`src/rtl/lcd_cmd_seq.sv`:
```
// Replays a command script from a synchronous command ROM into the LCD controller,
// one opcode per strobe, finishing on the controller's done or a watchdog timeout.
module lcd_cmd_seq #(
  parameter int CMD_DEPTH = 64,
  parameter int ADDR_W    = 6,
  parameter int TIMEOUT   = 1024
) (
  input  logic              clk,
  input  logic              reset,
  input  logic              start,
  input  logic [3:0]        CROM_Q,
  output logic              CROM_rd,
  output logic [ADDR_W-1:0] CROM_A,
  input  logic              busy,
  input  logic              done,
  output logic [3:0]        cmd,
  output logic              cmd_valid,
  output logic              seq_busy,
  output logic              seq_done,
  output logic [6:0]        cmd_cnt,
  output logic              err,
  output logic [2:0]        dbg_state_o
);

  localparam int WDOG_W = $clog2(TIMEOUT) + 1;

  typedef enum logic [2:0] {
    S_IDLE      = 3'd0,
    S_FETCH     = 3'd1,
    S_LATCH     = 3'd2,
    S_ISSUE     = 3'd3,
    S_SEND      = 3'd4,
    S_NEXT      = 3'd5,
    S_WAIT_DONE = 3'd6,
    S_FIN       = 3'd7
  } state_t;

  state_t              state_q, state_d;
  logic [ADDR_W-1:0]   ptr_q, ptr_d;
  logic [ADDR_W-1:0]   crom_a_q, crom_a_d;
  logic [3:0]          op_q, op_d;
  logic [3:0]          cmd_q, cmd_d;
  logic [6:0]          cnt_q, cnt_d;
  logic                err_q, err_d;
  logic                wrap_q, wrap_d;
  logic [WDOG_W-1:0]   wdog_q, wdog_d;

  // Pointer advance is modulo CMD_DEPTH; wrap_q remembers that the script ran off its end.
  logic [ADDR_W-1:0]   ptr_inc;
  logic                ptr_at_end;

  assign ptr_at_end = (ptr_q == ADDR_W'(CMD_DEPTH - 1));
  assign ptr_inc    = ptr_at_end ? '0 : ptr_q + 1'b1;

  always_ff @(posedge clk) begin
    if (reset) begin
      state_q  <= S_IDLE;
      ptr_q    <= '0;
      crom_a_q <= '0;
      op_q     <= '0;
      cmd_q    <= '0;
      cnt_q    <= '0;
      err_q    <= 1'b0;
      wrap_q   <= 1'b0;
      wdog_q   <= '0;
    end else begin
      state_q  <= state_d;
      ptr_q    <= ptr_d;
      crom_a_q <= crom_a_d;
      op_q     <= op_d;
      cmd_q    <= cmd_d;
      cnt_q    <= cnt_d;
      err_q    <= err_d;
      wrap_q   <= wrap_d;
      wdog_q   <= wdog_d;
    end
  end

  always_comb begin
    state_d  = state_q;
    ptr_d    = ptr_q;
    crom_a_d = crom_a_q;
    op_d     = op_q;
    cmd_d    = cmd_q;
    cnt_d    = cnt_q;
    err_d    = err_q;
    wrap_d   = wrap_q;
    wdog_d   = wdog_q;

    case (state_q)
      S_IDLE: begin
        if (start) begin
          state_d  = S_FETCH;
          crom_a_d = ptr_q;
        end
      end
      S_FETCH: begin
        state_d = S_LATCH;
      end
      S_LATCH: begin
        op_d = CROM_Q;
        // Opcodes 12..15 are not understood by the controller and are dropped.
        if (CROM_Q >= 4'd12) begin
          err_d   = 1'b1;
          ptr_d   = ptr_inc;
          wrap_d  = wrap_q | ptr_at_end;
          state_d = S_NEXT;
        end else begin
          state_d = S_ISSUE;
        end
      end
      S_ISSUE: begin
        if (!busy) begin
          cmd_d   = op_q;
          state_d = S_SEND;
        end
      end
      S_SEND: begin
        if (cnt_q != 7'd127) cnt_d = cnt_q + 7'd1;
        if (op_q == 4'd0) begin
          wdog_d  = '0;
          state_d = S_WAIT_DONE;
        end else begin
          ptr_d   = ptr_inc;
          wrap_d  = wrap_q | ptr_at_end;
          state_d = S_NEXT;
        end
      end
      S_NEXT: begin
        // A script without WRITE gets one forced in after a full pass.
        if (wrap_q) begin
          err_d   = 1'b1;
          op_d    = 4'd0;
          wrap_d  = 1'b0;
          state_d = S_ISSUE;
        end else begin
          crom_a_d = ptr_q;
          state_d  = S_FETCH;
        end
      end
      S_WAIT_DONE: begin
        wdog_d = wdog_q + 1'b1;
        if (done) begin
          state_d = S_FIN;
        end else if (wdog_q == WDOG_W'(TIMEOUT - 1)) begin
          err_d   = 1'b1;
          state_d = S_FIN;
        end
      end
      S_FIN: begin
        state_d = S_FIN;
      end
      default: begin
        state_d = S_IDLE;
      end
    endcase
  end

  assign CROM_rd     = (state_q == S_FETCH);
  assign CROM_A      = crom_a_q;
  assign cmd         = cmd_q;
  assign cmd_valid   = (state_q == S_SEND);
  assign seq_busy    = (state_q != S_IDLE) && (state_q != S_FIN);
  assign seq_done    = (state_q == S_FIN);
  assign cmd_cnt     = cnt_q;
  assign err         = err_q;
  assign dbg_state_o = state_q;

endmodule

```
`config.mk`:
```
export PLATFORM = sky130hd
export DESIGN_NAME = lcd_cmd_seq
export DESIGN_NICKNAME = d
export VERILOG_FILES = /design/src/rtl/lcd_cmd_seq.sv
export SDC_FILE = /design/constraint.sdc
export NUM_CORES = 1
export LEC_CHECK = 0
export ABC_AREA = 1
export ABC_CLOCK_PERIOD_IN_PS = 2100
export BUFFER_PORTS_ARGS = -buffer_cell sky130_fd_sc_hd__buf_2
export CAP_MARGIN = 20
export CORE_MARGIN = 2
export CORE_UTILIZATION = 56
export DETAILED_ROUTE_END_ITERATION = 12
export GPL_ROUTABILITY_DRIVEN = 0
export GPL_TIMING_DRIVEN = 0
export HOLD_SLACK_MARGIN = 0.12
export PLACE_DENSITY = 0.79
export RECOVER_POWER = 100
export SLEW_MARGIN = 0
export SYNTH_ARGS = -nofsm -noshare
export SYNTH_HDL_FRONTEND = slang
export SYNTH_SLANG_ARGS = --single-unit
```
`constraint.sdc`:
```
create_clock -name clk -period 2.1 [get_ports clk]
set_clock_uncertainty 0.2 [all_clocks]
set_input_delay 0.21 -clock clk [delete_from_list [all_inputs] [get_ports clk]]
set_output_delay 0.21 -clock clk [all_outputs]
set_load 0.05 [all_outputs]
```
==> impl_results.md <==
- Outcome: finished, final reports clean
- Max-Cap Viols: 0
- RSZ-0062 raised after global routing: false
- Seq pwr share: 0.353
- Post-Route M1 WL: 2.278 mm
- Post-synthesis simple-gate area fraction: 0.3188
- Final Max Tran Viols: 0
- Syn Nets: 324
- Routed WL: 4.555 mm
- N_diodes: 0
- Largest family of logic cells by synthesized area: simple AND/OR/NAND/NOR gates
- Avg Inst Size Synth: around 7.0 um2
- Post-synthesis sequential area ratio: 0.3959
- Reg clk slew, reported paths: about 0.08 ns
- Postcts setup bufs: 0
- Fmax: between 0.5 and 0.6 GHz
- Crit-path max cell delay: approximately 0.33 ns
- Placed Instance Area: approximately 2400 um2
- Met2 WL post-DR: roughly 2.0 mm
- Synthesized instance count: 312
- Share of power burned in the clock network: 0.167
- Core Footprint: ~3700 um2
- Setup_tns: 0 ns
- Critical path buffer and inverter count: 3
- CP max-delay cell: dfxtp_1
- Largest net degree at the start of global routing: 14
- Internal Power: approximately 1500 uW
- CTS tree: built
- Worst path top cell family by delay: buffers and inverters
- Final HPWL DP: 3.269 mm
- First-pass GRT wire length: 7.686 mm
- Ports: 34
- Critical path endpoint category: output pin
- Vias in the first global route: ~1800
- Inserted Clock Buffers: 5
- Nets: 372
- Synthesized flop and latch total: 43
- CTS Root Cell: clkbuf_8
- Synth Area in Compound Gates: 0.1502
- Worst R2R Setup Slack: around 0.2 ns
- Critical path fanouts, max: 8
- Tightest Pin Transition: between 0.7 and 0.8 ns
- Port Buffer Count: 33
- Type of the worst setup path: flop to output pin
- Global Route Usage Sum: 0.2260
- Hold Fails Final Rpt: 0
- Syn Std Cell Area: approximately 2200 um2
- CTS H-tree lvls: 2
- Die H: 66.32 um
- Post-synthesis mux area share: 0
- Tcrit/Tclk final: 0.9425
- Share of layout cells above drive strength 1: 0.09972
- Post-Synth Adder-Cell Area: 0.01726
- XOR/XNOR share of the synthesized area: 0.02014
- Clk buf depth: 2
- Relative slew slack: 0.5291
- Met3 Wirelength: roughly 180 um
- Crit path DAT: ~1.6 ns
- Insertion delay to the later sink of the worst-skew pair: around 0.30 ns
- Power Density: about 1200 nW/um2
- First-pass DRT Iterations: 4
- Finished Cell Area: 2512 um2
- Yosys warnings: 0
- CTS Sinks: 43
- DRT antenna net count: 0
- Sw power: 1496 uW
- Maximum vdd drop: roughly 810 uV
- Net Sw Frac: 0.4935
- Initial core utilization: 0.5896
- Combinational Power Share: 0.480
- DRC viols: 0
- Detailed Route Iter0 Violations: about 130
- Footprint of the multi-input gates: 1077 um2
- CP cell instances: buf_6, nor2_1, nand2_1, inv_1, clkbuf_2
- Hold Path Class: flop to flop
- # setup viols final: 0
- Site row count: 22
- Die area: 4398 um2
- Routed len/inst: between 10 and 15 um
- Clock period minus worst slack: about 2.0 ns
- CP Launch Type: flop
- Via count: roughly 2100
- Fillers: between 300 and 400
- Grt total ovfl: 0
- Die width: around 66 um
- Reg area: approximately 860 um2
- Area grow syn2layout: 15.54%
- Leak: ~0.0010 uW
- Post-DR vias/cell: 5.103
- Critical Path RT: between 1.5 and 2 ns
- Top Layer Used: met4
- Initial antenna violation count: 0
- Cell variety after synth: 28
-- synthesized netlist by cell type --
master    instances  area share
inv_2             3      0.0052
or2_2             1      0.0029
nand2_1          67        0.12
nand2_4           3       0.016
clkbuf_1          5      0.0086
nand3_2           2      0.0092
nand3b_1          1      0.0035
dfxtp_1          43        0.40
a21oi_1          39       0.090
buf_4             1      0.0035
nor2_4            3       0.016
nand2_2           1      0.0029
nor2_8            1      0.0092
nor3_1            1      0.0023
a41oi_1           1      0.0040
xor2_1            5       0.020
o21ai_0          20       0.046
and2_1            1      0.0029
nor2_1           30       0.052
nand3_1          28       0.064
inv_4             1      0.0029
o21bai_1          1      0.0035
o211ai_1          1      0.0035
buf_6             2       0.010
ha_1              3       0.017
a22oi_1           1      0.0035
nand4_1           8       0.023
inv_1            39       0.067
-- cells in the final DEF, fill, tap and decap left out, drive strengths merged --
master,instances
nand2,71
o211ai,1
nor3,1
o21ai,20
and2,1
clkbuf,36
dfxtp,43
xor2,5
buf,10
ha,3
nand3b,1
a21oi,39
a22oi,1
a41oi,1
o21bai,1
inv,43
clkinv,3
or2,1
dlygate4sd3,8
nand3,30
nand4,8
nor2,34
-- power by group through the flow --
stage,registers (uW),clock network (uW),logic (uW)
3_5_place_dp,1090,0,1520
4_1_cts,1070,523,1540
5_1_grt,1090,551,1590
3_3_place_gp,1080,0,1510
2_1_floorplan,1440,0,859
6_report,1070,506,1450
-- worst register-to-register path: stages, from the launching register on --
cell     delay, ns
dfxtp_1       0.50
nor2_1        0.12
nand2_1       0.13
inv_1         0.15
nand2_4       0.14
nand3_1       0.23
nand2_1       0.13
inv_1         0.04
nor2_1        0.09
nor2_1        0.04
-- layer usage --
| metal | track usage | up-vias |
|---|---|---|
| li1 | - | 1109 |
| met1 | 0.3023 | 931 |
| met2 | 0.3513 | 40 |
| met3 | 0.05281 | 7 |
| met4 | 0.08673 | 0 |
| met5 | 0 | - |
-- cell type report --
cell class / instances / share of cell area
multi-input combinational: 218 / 0.4288
sequential: 43 / 0.3426
timing repair buffer: 41 / 0.08665
inverter: 43 / 0.06524
clock buffer: 5 / 0.02739
tap: 48 / 0.02390
buffer: 8 / 0.01942
clock inverter: 3 / 0.005976
-- final timing paths --
path,startpoint,to,cells past startpoint
worst min register to register,CROM_A[4]$_SDFFE_PP0P_,CROM_A[4]$_SDFFE_PP0P_,2
worst max register to register,dbg_state_o[1]$_SDFFE_PP0P_,ptr_q[5]$_SDFFE_PP0P_,9
worst max-delay path,dbg_state_o[0]$_SDFFE_PP0P_,cmd_valid,5
worst min-delay path,CROM_A[4]$_SDFFE_PP0P_,CROM_A[4]$_SDFFE_PP0P_,2
-- flip-flops by register name, indices dropped and copies added, names as in the netlist --
| signal | cells |
|---|---|
| err | 1 |
| op_q | 4 |
| cmd | 4 |
| wrap_q | 1 |
| cmd_cnt | 7 |
| CROM_A | 6 |
| ptr_q | 6 |
| dbg_state_o | 3 |
| wdog_q | 11 |
-- through the flow --
stage | std cells | hold slack (ns) | utilization | setup WS, ns | power (uW)
after global routing | 409 | 0.2689 | 0.6811 | 0.02617 | 3234
after CTS | 409 | 0.2470 | 0.6971 | 0.1916 | 3127
after floorplan | 312 | 0.1695 | - | 0.03546 | 2300
after detailed placement | 393 | 0.2345 | 0.6526 | 0.3158 | 2605
final | 409 | 0.2442 | 0.6811 | 0.1208 | 3030
after global placement | 393 | 0.2307 | 0.6526 | 0.3426 | 2589
-- repair_timing --
item,in CTS,in global routing
hold buffers,8,0
gates resized for setup,0,0
hold endpoints to repair,12,0
setup endpoints to repair,0,0
-- logic make-up (layout without fill, tap and decap cells) --
logic type | count (synthesis) | after routing
xor+xnor | 5 | 5
compound gates | 63 | 63
buf+inv | 51 | 100
simple gates | 147 | 147
flops | 43 | 43
fa+ha+maj | 3 | 3
No activity file was read; power rests on OpenSTA's default activity.
